===== src/rtl/fetch_pc_unit_pkg.sv =====
// rtl/fetch_pc_unit_pkg.sv - shared widths, NOP encoding and fetch FSM states
package fetch_pc_unit_pkg;

  localparam int PC_SIZE     = 32;
  localparam int INSTR_SIZE  = 32;
  localparam int OPCODE_SIZE = 7;

  localparam logic [INSTR_SIZE-1:0] NOP_ENCODING = 32'h0000_0013;

  typedef enum logic [1:0] {
    BOOT = 2'd0,
    WAIT = 2'd1,
    HOLD = 2'd2
  } fetch_state_e;

  function automatic logic [PC_SIZE-1:0] align_pc(input logic [PC_SIZE-1:0] addr);
    return {addr[PC_SIZE-1:2], 2'b00};
  endfunction

endpackage


===== src/rtl/fetch_skid_buffer.sv =====
// rtl/fetch_skid_buffer.sv - one-entry instruction/PC holding register
module fetch_skid_buffer
  import fetch_pc_unit_pkg::*;
(
  input  logic                  clk,
  input  logic                  rst,
  input  logic                  load,
  input  logic                  clear,
  input  logic [INSTR_SIZE-1:0] load_instr,
  input  logic [PC_SIZE-1:0]    load_pc,
  output logic                  valid,
  output logic [INSTR_SIZE-1:0] instr,
  output logic [PC_SIZE-1:0]    pc
);

  logic                  valid_q, valid_d;
  logic [INSTR_SIZE-1:0] instr_q, instr_d;
  logic [PC_SIZE-1:0]    pc_q, pc_d;

  // load wins over clear so a same-cycle refill is never lost
  always_comb begin
    valid_d = valid_q;
    instr_d = instr_q;
    pc_d    = pc_q;
    if (clear) begin
      valid_d = 1'b0;
    end
    if (load) begin
      valid_d = 1'b1;
      instr_d = load_instr;
      pc_d    = load_pc;
    end
  end

  always_ff @(posedge clk) begin
    if (rst) begin
      valid_q <= 1'b0;
      instr_q <= '0;
      pc_q    <= '0;
    end else begin
      valid_q <= valid_d;
      instr_q <= instr_d;
      pc_q    <= pc_d;
    end
  end

  assign valid = valid_q;
  assign instr = instr_q;
  assign pc    = pc_q;

endmodule


===== src/rtl/fetch_pc_unit.sv =====
// rtl/fetch_pc_unit.sv - fetch PC, single-outstanding imem requests, IF/ID register; FETCH_PERF_CNT_EN adds perf counters
module fetch_pc_unit
  import fetch_pc_unit_pkg::*;
#(
  parameter logic [PC_SIZE-1:0]    RESET_PC  = 32'h0000_0000,
  parameter logic [INSTR_SIZE-1:0] NOP_INSTR = NOP_ENCODING
) (
  input  logic                   clk,
  input  logic                   rst,
  input  logic                   stall,
  output logic                   imem_req,
  output logic [PC_SIZE-1:0]     imem_addr,
  input  logic                   imem_rvalid,
  input  logic [INSTR_SIZE-1:0]  imem_rdata,
  input  logic [PC_SIZE-1:0]     bpu_npc,
  input  logic                   bpu_mux_sel,
  input  logic                   bpu_chng2nop,
  output logic [PC_SIZE-1:0]     pc,
  output logic [PC_SIZE-1:0]     pcplf,
  output logic [OPCODE_SIZE-1:0] op,
  output logic                   pc_en,
  output logic                   ifid_valid,
  output logic [INSTR_SIZE-1:0]  ifid_instr,
  output logic [PC_SIZE-1:0]     ifid_pc,
  output logic [PC_SIZE-1:0]     ifid_pcplf
`ifdef FETCH_PERF_CNT_EN
  ,
  output logic [31:0]            perf_fetched,
  output logic [31:0]            perf_squashed,
  output logic [31:0]            perf_stall
`endif
);

  fetch_state_e          state_q, state_d;
  logic [PC_SIZE-1:0]    pc_q, pc_d;
  logic                  drop_q, drop_d;
  logic [PC_SIZE-1:0]    drop_addr_q, drop_addr_d;
  logic                  ifid_valid_q, ifid_valid_d;
  logic [INSTR_SIZE-1:0] ifid_instr_q, ifid_instr_d;
  logic [PC_SIZE-1:0]    ifid_pc_q, ifid_pc_d;
  logic [PC_SIZE-1:0]    ifid_pcplf_q, ifid_pcplf_d;

  logic                  accept;
  logic                  skid_load, skid_clear, skid_valid;
  logic [INSTR_SIZE-1:0] skid_instr, src_instr;
  logic [PC_SIZE-1:0]    skid_pc, src_pc;

  fetch_skid_buffer u_skid (
    .clk        (clk),
    .rst        (rst),
    .load       (skid_load),
    .clear      (skid_clear),
    .load_instr (imem_rdata),
    .load_pc    (pc_q),
    .valid      (skid_valid),
    .instr      (skid_instr),
    .pc         (skid_pc)
  );

  always_comb begin
    state_d      = state_q;
    pc_d         = pc_q;
    drop_d       = drop_q;
    drop_addr_d  = drop_addr_q;
    ifid_valid_d = ifid_valid_q;
    ifid_instr_d = ifid_instr_q;
    ifid_pc_d    = ifid_pc_q;
    ifid_pcplf_d = ifid_pcplf_q;
    accept       = 1'b0;
    skid_load    = 1'b0;
    skid_clear   = 1'b0;
    src_instr    = imem_rdata;
    src_pc       = pc_q;

    case (state_q)
      BOOT: begin
        state_d = WAIT;
        if (imem_rvalid) begin
          drop_d = 1'b0;
        end
      end
      WAIT: begin
        if (imem_rvalid) begin
          if (drop_q) begin
            drop_d = 1'b0;
          end else if (stall) begin
            skid_load = 1'b1;
            state_d   = HOLD;
          end else begin
            accept = 1'b1;
          end
        end else if (bpu_mux_sel) begin
          // keep presenting the in-flight address until its response is discarded
          pc_d   = align_pc(bpu_npc);
          drop_d = 1'b1;
          if (!drop_q) begin
            drop_addr_d = pc_q;
          end
        end
      end
      HOLD: begin
        if (!stall && skid_valid) begin
          accept     = 1'b1;
          src_instr  = skid_instr;
          src_pc     = skid_pc;
          skid_clear = 1'b1;
          state_d    = WAIT;
        end
      end
      default: state_d = BOOT;
    endcase

    if (accept) begin
      pc_d         = align_pc(bpu_mux_sel ? bpu_npc : pc_q + PC_SIZE'(4));
      ifid_valid_d = 1'b1;
      ifid_instr_d = bpu_chng2nop ? NOP_INSTR : src_instr;
      ifid_pc_d    = src_pc;
      ifid_pcplf_d = src_pc + PC_SIZE'(4);
    end
  end

  always_ff @(posedge clk) begin
    if (rst) begin
      state_q      <= BOOT;
      pc_q         <= align_pc(RESET_PC);
      drop_q       <= (state_q == WAIT);
      drop_addr_q  <= align_pc(RESET_PC);
      ifid_valid_q <= 1'b0;
      ifid_instr_q <= NOP_INSTR;
      ifid_pc_q    <= '0;
      ifid_pcplf_q <= '0;
    end else begin
      state_q      <= state_d;
      pc_q         <= pc_d;
      drop_q       <= drop_d;
      drop_addr_q  <= drop_addr_d;
      ifid_valid_q <= ifid_valid_d;
      ifid_instr_q <= ifid_instr_d;
      ifid_pc_q    <= ifid_pc_d;
      ifid_pcplf_q <= ifid_pcplf_d;
    end
  end

  assign imem_req   = (state_q == WAIT);
  assign imem_addr  = drop_q ? drop_addr_q : pc_q;
  assign pc         = pc_q;
  assign pcplf      = pc_q + PC_SIZE'(4);
  assign pc_en      = accept && !rst;
  assign op         = (state_q == HOLD) ? skid_instr[OPCODE_SIZE-1:0]
                    : (imem_rvalid ? imem_rdata[OPCODE_SIZE-1:0] : '0);
  assign ifid_valid = ifid_valid_q;
  assign ifid_instr = ifid_instr_q;
  assign ifid_pc    = ifid_pc_q;
  assign ifid_pcplf = ifid_pcplf_q;

`ifdef FETCH_PERF_CNT_EN
  logic [31:0] fetched_q, fetched_d;
  logic [31:0] squashed_q, squashed_d;
  logic [31:0] stall_cnt_q, stall_cnt_d;

  always_comb begin
    fetched_d   = fetched_q;
    squashed_d  = squashed_q;
    stall_cnt_d = stall_cnt_q;
    if (pc_en && (fetched_q != '1)) begin
      fetched_d = fetched_q + 32'd1;
    end
    if (pc_en && bpu_chng2nop && (squashed_q != '1)) begin
      squashed_d = squashed_q + 32'd1;
    end
    if (stall && (stall_cnt_q != '1)) begin
      stall_cnt_d = stall_cnt_q + 32'd1;
    end
  end

  always_ff @(posedge clk) begin
    if (rst) begin
      fetched_q   <= '0;
      squashed_q  <= '0;
      stall_cnt_q <= '0;
    end else begin
      fetched_q   <= fetched_d;
      squashed_q  <= squashed_d;
      stall_cnt_q <= stall_cnt_d;
    end
  end

  assign perf_fetched  = fetched_q;
  assign perf_squashed = squashed_q;
  assign perf_stall    = stall_cnt_q;
`endif

endmodule


===== config.mk =====
export PLATFORM = sky130hd
export DESIGN_NAME = fetch_pc_unit
export DESIGN_NICKNAME = d
export VERILOG_FILES = /design/src/rtl/fetch_pc_unit_pkg.sv /design/src/rtl/fetch_skid_buffer.sv /design/src/rtl/fetch_pc_unit.sv
export SDC_FILE = /design/constraint.sdc
export NUM_CORES = 1
export LEC_CHECK = 0
export CORE_ASPECT_RATIO = 2
export CORE_MARGIN = 2
export CORE_UTILIZATION = 50
export CTS_CLUSTER_DIAMETER = 200
export DETAILED_ROUTE_END_ITERATION = 10
export PLACE_DENSITY_LB_ADDON = 0.15
export SYNTH_ARGS = -nofsm -noshare
export SYNTH_HDL_FRONTEND = slang
export SYNTH_HIERARCHICAL = 1
export SYNTH_SLANG_ARGS = --single-unit
export TNS_END_PERCENT = 100

===== constraint.sdc =====
create_clock -name clk -period 8.5 [get_ports clk]
set_clock_uncertainty 0.15 [all_clocks]
set_input_delay 1.7 -clock clk [delete_from_list [all_inputs] [get_ports clk]]
set_output_delay 1.7 -clock clk [all_outputs]
set_load 0.02 [all_outputs]

* Yosys cells after proc, flatten, opt, wreduce, memory -nomap -nowiden
Index checks and enable logic that the tools add are counted.
** Word-level totals
- Register bits :: 225
- Bits in latches :: 0
- Memory bits (writable) :: 0
- ROM bits :: 0
- Bits of input ports :: 70
- Output and inout bits :: 202
- Memories kept :: 0
** Operators by class
- Add/sub/neg operators :: 2
- $mul :: 0
- Divide/modulo/power cells :: 0
- Magnitude comparators :: 0
- Equality and inequality tests :: 9
- Shift operators :: 0
- Mux-type cells :: 35
- Bitwise gates (word level) :: 1
- Reduce and logical (&&, ||, !) cells :: 13
** Operators by type and width (count)
- 2-to-1 mux 32 bit :: 11
- adder 32 x 3 -> 32 bit (second input constant) :: 2
- 2-to-1 mux 1 bit :: 15
- 2-to-1 mux 7 bit :: 2
- AND reduction 3 bit :: 3
- 2-to-1 mux 2 bit :: 4
- inequality test 2 bit (second input constant) :: 3
- case mux 2 bit (3 select lines) :: 1
- nonzero test 2 bit :: 3
- inequality test 2 x 1 -> 1 bit (second input constant) :: 2
- inequality test 4 x 2 -> 1 bit (second input constant) :: 1
- case mux 1 bit (2 select lines) :: 2
- AND reduction 4 bit :: 1
- inequality test 3 bit (second input constant) :: 1
- nonzero test 3 bit :: 1
- equality test 2 x 1 -> 1 bit (second input constant) :: 1
- equality test 2 bit (second input constant) :: 1
- logical AND 1 bit :: 2
- logical NOT 1 bit :: 2
- logical NOT 2 bit :: 1
- NOT 1 bit :: 1

* Depth between registers and ports, before layout
Gate-level depths: netlist (run 1).
- Depth in word-level cells :: 6
- Mapped depth :: 15
- Gate-level depth less buffers :: 12

* Cells and area by module
Netlist (run 1), hierarchy kept.
** Modules (own cells, without submodules)
- fetch_pc_unit :: times used 1, cells an instance 1135, area an instance 9018.6 sq um
- fetch_skid_buffer :: times used 1, cells an instance 210, area an instance 2344.7 sq um

* Worst setup path before layout (run 1)
Ideal clock, no wire load.
- Kind :: input-to-output
- Start point :: input imem_rvalid
- End point :: output pc_en
- Data arrival time :: 2.731 ns
- Setup slack :: 3.919 ns
- Stages on the path :: 6
- Buffers on the path :: 2
- Cell sequence :: clkbuf_2 -> nand3b_4 -> a21oi_1 -> buf_2 -> nand2_1 -> inv_1
** On the way
- Longest elaborated chain between the ends :: 3
** RTL lines
- from (decl) :: line fetch_pc_unit.sv:13 : input logic imem_rvalid,
- 2-to-1 mux 1 bit :: line fetch_pc_unit.sv:83 : if (imem_rvalid) begin
- case mux 1 bit (2 select lines) :: line fetch_pc_unit.sv:75 : case (state_q)
- logical AND 1 bit :: line fetch_pc_unit.sv:148 : assign pc_en = accept && !rst;
- to (decl) :: line fetch_pc_unit.sv:21 : output logic pc_en,
Every way passes these cells.

* Worst setup path after layout (run 1)
Ends and elaborated chain as after synthesis.

==> results of run 1 <==
[critical path: cells and delay by family]
family,cells,cell delay [ns]
buffers and inverters,3,1.50
AOI/OAI and AO/OA,1,0.37
and+or+nand+nor,2,0.47
[final cells by class]
type	count	share of cell area (%)
Antenna cell	1	0.0170
Clock buffer	34	4.61
Multi-Input combinational cell	983	42.2
Clock inverter	5	0.553
Tap cell	280	2.38
Timing Repair Buffer	281	18.9
Inverter	27	0.690
Sequential cell	225	30.7
[logic make-up (layout without fill, tap and decap cells)]
| kind of cell | Yosys count | in the layout |
|---|---|---|
| buffers and inverters | 142 | 347 |
| flip-flops | 225 | 225 |
| other | 1 | 7 |
| multiplexers | 151 | 151 |
| XOR/XNOR | 36 | 36 |
| AND/OR/NAND/NOR | 575 | 575 |
| adder cells (fa/ha/maj) | 5 | 5 |
| AO/OA/AOI/OAI | 210 | 210 |
[layout by cell type, fill, tap and decap left out, types with 6 or more instances in the layout]
cell	n
inv_1	24
and4_1	7
a211oi_1	15
nand2_1	93
nand4_1	21
clkbuf_8	6
xor2_1	9
mux2_2	38
a31oi_1	8
dfxtp_1	224
nand3_1	60
nor4_1	9
a22o_1	7
o22ai_1	7
o21ai_0	36
and2_1	10
o221ai_1	9
clkdlybuf4s50_1	264
or3_1	9
clkbuf_16	23
buf_4	16
a311o_1	6
conb_1	6
nor3_1	93
nor2_1	231
mux2i_1	113
xnor2_1	27
a21oi_1	62
and3_1	11
[layer usage]
metal | track usage, % | vias to the layer above
met2 | 55.7 | 465
li1 | - | 5146
met5 | 0 | -
met1 | 32.5 | 5105
met4 | 18.4 | 0
met3 | 5.51 | 123
[flip-flops by register name (all words and copies together), names as in the netlist]
register      count
ifid_pc          32
drop_addr_q      32
drop_q            1
ifid_instr       32
u_skid/valid      1
pc               30
state_q           2
ifid_valid        1
u_skid/instr     32
u_skid/pc        32
ifid_pcplf       30
[how the worst max path moves through the flow]
stage / startpoint / to / slack, ns / cells after the start
after global placement: imem_rvalid / pc_en / 2.63 / 6
final: imem_rvalid / pc_en / 2.60 / 6
after detailed placement: imem_rvalid / pc_en / 2.61 / 6
after floorplan: imem_rvalid / pc_en / 3.92 / 6
after global routing: imem_rvalid / pc_en / 2.53 / 6
after CTS: imem_rvalid / pc_en / 2.60 / 6
[power by group through the flow]
stage	sequential, mW	combinational [mW]	clock, mW
2_1_floorplan	1.16	0.250	0
3_3_place_gp	1.17	0.426	0
3_5_place_dp	1.17	0.432	0
4_1_cts	1.15	0.434	1.05
5_1_grt	1.15	0.464	1.09
6_report	1.15	0.434	1.04
==> metrics.cfg, run 1 <==
[min_path]
hold_depth=1
min_to=drop_addr_q[1]$_SDFFE_PP0P_
hp-class=reg2reg
hp-start=drop_addr_q[1]$_SDFFE_PP0P_

[synthesis]
synth_top_area_cell=dfxtp_1
synthArstFlopShare_pct=0
synth_cells=1345
synth_edf_count=1
synth.area.mux_share_pct=13.7
synthTopCellsByArea=dfxtp_1 (39%), mux2i_1 (10%), nor2_1 (7.6%)
synth.most_common_cell=nor2_1
ys_types=75
synth_top_family_by_area=simple AND/OR/NAND/NOR gates
synth-simple-area-share_pct=24.6
synth-compound-area-share_pct=12.5
ys.flop_type=dfxtp_1
synthTopCellsByCount=nor2_1 (231), dfxtp_1 (224), mux2i_1 (113), nand2_1 (93), nor3_1 (93)
netlist_area_um2=11400
synth_xor_area_share_pct=2.77
synth-seq-cells=225
synth_top_area_share_pct=39.5
ys_seq_area_share_pct=39.7
synthAdderAreaFrac_pct=0.551
avgSynthCellArea_um2=8.45
synth_warnings=6

[placed_design]
dp.cells=1796
dp_slack_ns=2.61
dpl.hpwl_mm=26.6
numPortBuffers=265
gp_congestion=0.985
place_area_um2=13900

[power]
combinationalPowerShare_pct=16.6
p_leak_nw=5.40
power_frac_seq_pct=43.7
ir_drop_mv=0.196
p_int_mw=1.89
sw_frac_of_total_pct=27.9
switchingPower_uw=730
p_per_area_nw_per_um2=178
p_clk_share_pct=39.7
p_total_mw=2.62

[finish]
fillers=2010
final_nets=1615
multi_input_area_um2=6190
drive_above_1_share_pct=7.85
register_area_um2=4510
areaGrowthSynthToFinish_pct=29.3
finalInstanceArea_um2=14700
final_util_pct=65.2
stdcell_count=1836

[detailed_routing]
top_layer_used=met4
drc_errors=0
routed_via_density=5.90
wl_mm=38.2
wl_met2_mm=19.7
wl_met3_mm=2.60
wl_met1_mm=13.5
drt_iter0_markers=809
avgRoutedWirePerCell_um=20.8
dr.pass1.iters=5
vias=10800
antenna_left=0

[floorplanning]
start_util_pct=50.4
dieArea_um2=24000
fp.dieW_um=111
rows=78
die_h_um=217
io_pins=272
core_area_um2=22500

[timing]
whs_ns=0.302
slew_viol_final=0
layout_min_cycle_time_ns=5.90
setup_viol=0
timing.fmax_ghz=0.170
post-route-period-util_pct=69.4
worst_slew_pin_slew_ns=1.00
rsz0062_at_grt=false
finalHoldViolCount=0
slew_headroom_pct=33.0
finalWorstSetupSlack_ns=2.60
tns_ns=0

[cts]
root_buffer=clkbuf_16
cts.sinks=225
cts_resized=0
cts_tree=built
postCtsSetupBuffers=0
insertion_delay_ns=0.53
cts_buffers=22
clk_pin_slew_ns=0.06
postCtsHoldBufs=0
clock_path_buffers=3
htree_levels=1

[worst_setup_path]
cp_common_cell=clkdlybuf4s50_1
rr_endpoint=ifid_pcplf[24]$_SDFFE_PP0N_
crit_fanout=8
crit_path_start_kind=input port
cp.required_ns=6.65
r2r_slack_ns=4.81
reg2reg_from=state_q[0]$_SDFFE_PP0P_
crit_arrival_ns=4.05
critical_path_class=in2out
critPathMaxStageDelay_ns=0.69
end_kind=primary output
crit_chain=clkdlybuf4s50_1 -> nand3b_4 -> a21oi_4 -> nand2_1 -> inv_1 -> clkdlybuf4s50_1
rr_worst_depth=12
slowest_stage=clkdlybuf4s50_1

[global_route]
antenna_found_initial=1
grt_use_total_pct=30.6
grt_first_pass_wirelength_mm=58.7
global_route.overflow_total=0
grt_pass1_vias=10600
grt_max_degree=119

[run]
drv_cap=0

[outcome]
outcome=completed

(Power assumes the default switching activity.)
==> run 2, diff against run 1 <==
==> constraint.sdc (replaced) <==
create_clock -name clk -period 5.6 [get_ports clk]
set_clock_uncertainty 0.15 [all_clocks]
set_input_delay 1.12 -clock clk [delete_from_list [all_inputs] [get_ports clk]]
set_output_delay 1.12 -clock clk [all_outputs]
set_load 0.02 [all_outputs]
==> metrics.cfg, run 2 (synthesized netlist as in run 1, its figures left out) <==
[outcome]
outcome=completed  ; unchanged

[min_path]
min_to=drop_addr_q[1]$_SDFFE_PP0P_  ; unchanged
hold_depth=1  ; unchanged
hp-start=drop_addr_q[1]$_SDFFE_PP0P_  ; unchanged
hp-class=reg2reg  ; unchanged

[cts]
cts_buffers=21  ; was 22
htree_levels=1  ; unchanged
postCtsSetupBuffers=0  ; unchanged
clock_path_buffers=3  ; unchanged
clk_pin_slew_ns=0.07  ; was 0.06 ns
cts_tree=built  ; unchanged
cts_resized=0  ; unchanged
insertion_delay_ns=0.51  ; was 0.53 ns
postCtsHoldBufs=0  ; unchanged
cts.sinks=225  ; unchanged
root_buffer=clkbuf_16  ; unchanged

[timing]
finalHoldViolCount=0  ; unchanged
finalWorstSetupSlack_ns=0.885  ; was 2.60 ns
worst_slew_pin_slew_ns=1.23  ; was 1.00 ns
slew_viol_final=0  ; unchanged
tns_ns=0  ; unchanged
slew_headroom_pct=17.9  ; was 33.0%
timing.fmax_ghz=0.212
post-route-period-util_pct=84.2
layout_min_cycle_time_ns=4.71
rsz0062_at_grt=false  ; unchanged
setup_viol=0  ; unchanged

[global_route]
grt_pass1_vias=10100  ; was 10,600
antenna_found_initial=1  ; unchanged
global_route.overflow_total=0  ; unchanged
grt_use_total_pct=30.1  ; was 30.6%
grt_first_pass_wirelength_mm=58.1  ; was 58.7 mm
grt_max_degree=109  ; was 119

[placed_design]
gp_congestion=0.974  ; was 0.985
numPortBuffers=265  ; unchanged
dp_slack_ns=1.08  ; was 2.61 ns
dpl.hpwl_mm=26.6  ; about the same

[finish]
drive_above_1_share_pct=7.73  ; was 7.85%
final_common_cell=clkdlybuf4s50_1  ; unchanged
fillers=1943  ; was 2,010
areaGrowthSynthToFinish_pct=28.4  ; was 29.3%
layout_common_cells=clkdlybuf4s50_1 (264), nor2_1 (231), dfxtp_1 (224), mux2i_1 (113)  ; unchanged
final_util_pct=64.7  ; was 65.2%
final_nets=1614  ; was 1,615

[floorplanning]
io_pins=272  ; unchanged
dieArea_um2=24000  ; unchanged
fp.dieW_um=111  ; unchanged
rows=78  ; unchanged
die_h_um=217  ; unchanged
core_area_um2=22500  ; unchanged
start_util_pct=50.4  ; unchanged

[worst_setup_path]
critPathMaxStageDelay_ns=0.67  ; was 0.69 ns
slowest_stage=clkdlybuf4s50_1  ; unchanged
crit_path_start_kind=flip-flop  ; was input port
r2r_slack_ns=1.84  ; was 4.81 ns
crit_chain=ha_1 -> inv_1 -> nor3_2 -> nand4_1 -> xnor2_1 -> clkdlybuf4s50_1  ; was clkdlybuf4s50_1 -> nand3b_4 -> a21oi_4 -> nand2_1 -> inv_1 -> clkdlybuf4s50_1
cp.required_ns=4.33  ; was 6.65 ns
crit_arrival_ns=3.44  ; was 4.05 ns
critical_path_class=reg2out  ; was in2out
crit_fanout=10  ; was 8
rr_endpoint=ifid_pcplf[24]$_SDFFE_PP0N_  ; unchanged
rr_worst_depth=12  ; unchanged
end_kind=primary output  ; unchanged
reg2reg_from=state_q[0]$_SDFFE_PP0P_  ; unchanged

[power]
ir_drop_mv=0.249  ; was 0.196 mV
p_clk_share_pct=37.2  ; was 39.7%
p_int_mw=2.73  ; was 1.89 mW
p_per_area_nw_per_um2=261  ; was 178 nW/µm²
power_frac_seq_pct=45.6  ; was 43.7%
sw_frac_of_total_pct=28.4  ; was 27.9%
combinationalPowerShare_pct=17.2  ; was 16.6%
p_leak_nw=5.35  ; was 5.40 nW
switchingPower_mw=1.08  ; was 730 µW

[detailed_routing]
dr.pass1.iters=6  ; was 5
avgRoutedWirePerCell_um=20.7  ; was 20.8 µm
antenna_left=0  ; unchanged
routed_via_density=5.91  ; was 5.90
drt_iter0_markers=859  ; was 809
vias=10800  ; about the same
drc_errors=0  ; unchanged
wl_mm=37.9  ; was 38.2 mm

[run]
drv_cap=0  ; unchanged

-- run 2: cell count changes in the layout (fill, tap and decap cells not counted), sizes merged --
| cell | change |
|---|---|
| clkbuf | -5 |
| clkinv | +3 |
| bufinv | -1 |
-- run 2: area by class of cell --
| type | count | area, µm² | area share [%] |
|---|---|---|---|
| clock buffers | 29 | 596 | 4.08 |
| clock inverters | 7 | 61.3 | 0.420 |
| well taps | 280 | 350 | 2.40 |
| multi-input cells | 983 | 6190 | 42.4 |
| repair buffers | 281 | 2770 | 19.0 |
| flip-flops and latches | 225 | 4510 | 30.9 |
| diodes | 1 | 2.50 | 0.0171 |
| inverters | 27 | 101 | 0.694 |
-- run 2: metrics by stage --
step	hold slack [ns]	cell area, µm²	power, mW	std cells
after floorplan	0.271	11400	2.14	1350
after global placement	0.289	13900	2.42	1796
after detailed placement	0.288	13900	2.43	1796
after CTS	0.309	14600	3.84	1832
after global routing	0.321	14600	3.94	1833
final	0.305	14600	3.82	1833
-- run 2: power by group through the flow --
stage          clock network [mW]  logic [mW]  registers (mW)
6_report                     1.42       0.657            1.74
2_1_floorplan                   0       0.380            1.76
4_1_cts                      1.44       0.657            1.74
5_1_grt                      1.50       0.701            1.75
3_5_place_dp                    0       0.654            1.77
3_3_place_gp                    0       0.647            1.77
-- run 2: worst max-delay path: cells and delay by family (launching register included) --
kind | cells | cell delay, ns
buf+inv | 2 | 0.82
xor+xnor | 1 | 0.33
flops | 1 | 0.59
fa+ha+maj | 1 | 0.37
simple gates | 2 | 0.82
-- run 2: worst max-delay path by stage --
stage,startpoint,endpoint,slack [ns]
after global placement,imem_rvalid,pc_en,1.11
after floorplan,stall,ifid_pcplf[20]$_SDFFE_PP0N_,2.01
after detailed placement,imem_rvalid,pc_en,1.08
final,pc[2]$_SDFFE_PP0P_,pcplf[26],0.89
after CTS,pc[2]$_SDFFE_PP0P_,pcplf[26],0.91
after global routing,pc[2]$_SDFFE_PP0P_,pcplf[26],0.78
-- run 2: per-layer routing --
layer  GRT usage (%)  share of wire [%]  wire length (µm)
met1            32.6                 36             13700
met2            54.9                 51             19500
met3            5.57                6.6              2490
met4            16.8                5.9              2250
met5               0                  0                 0
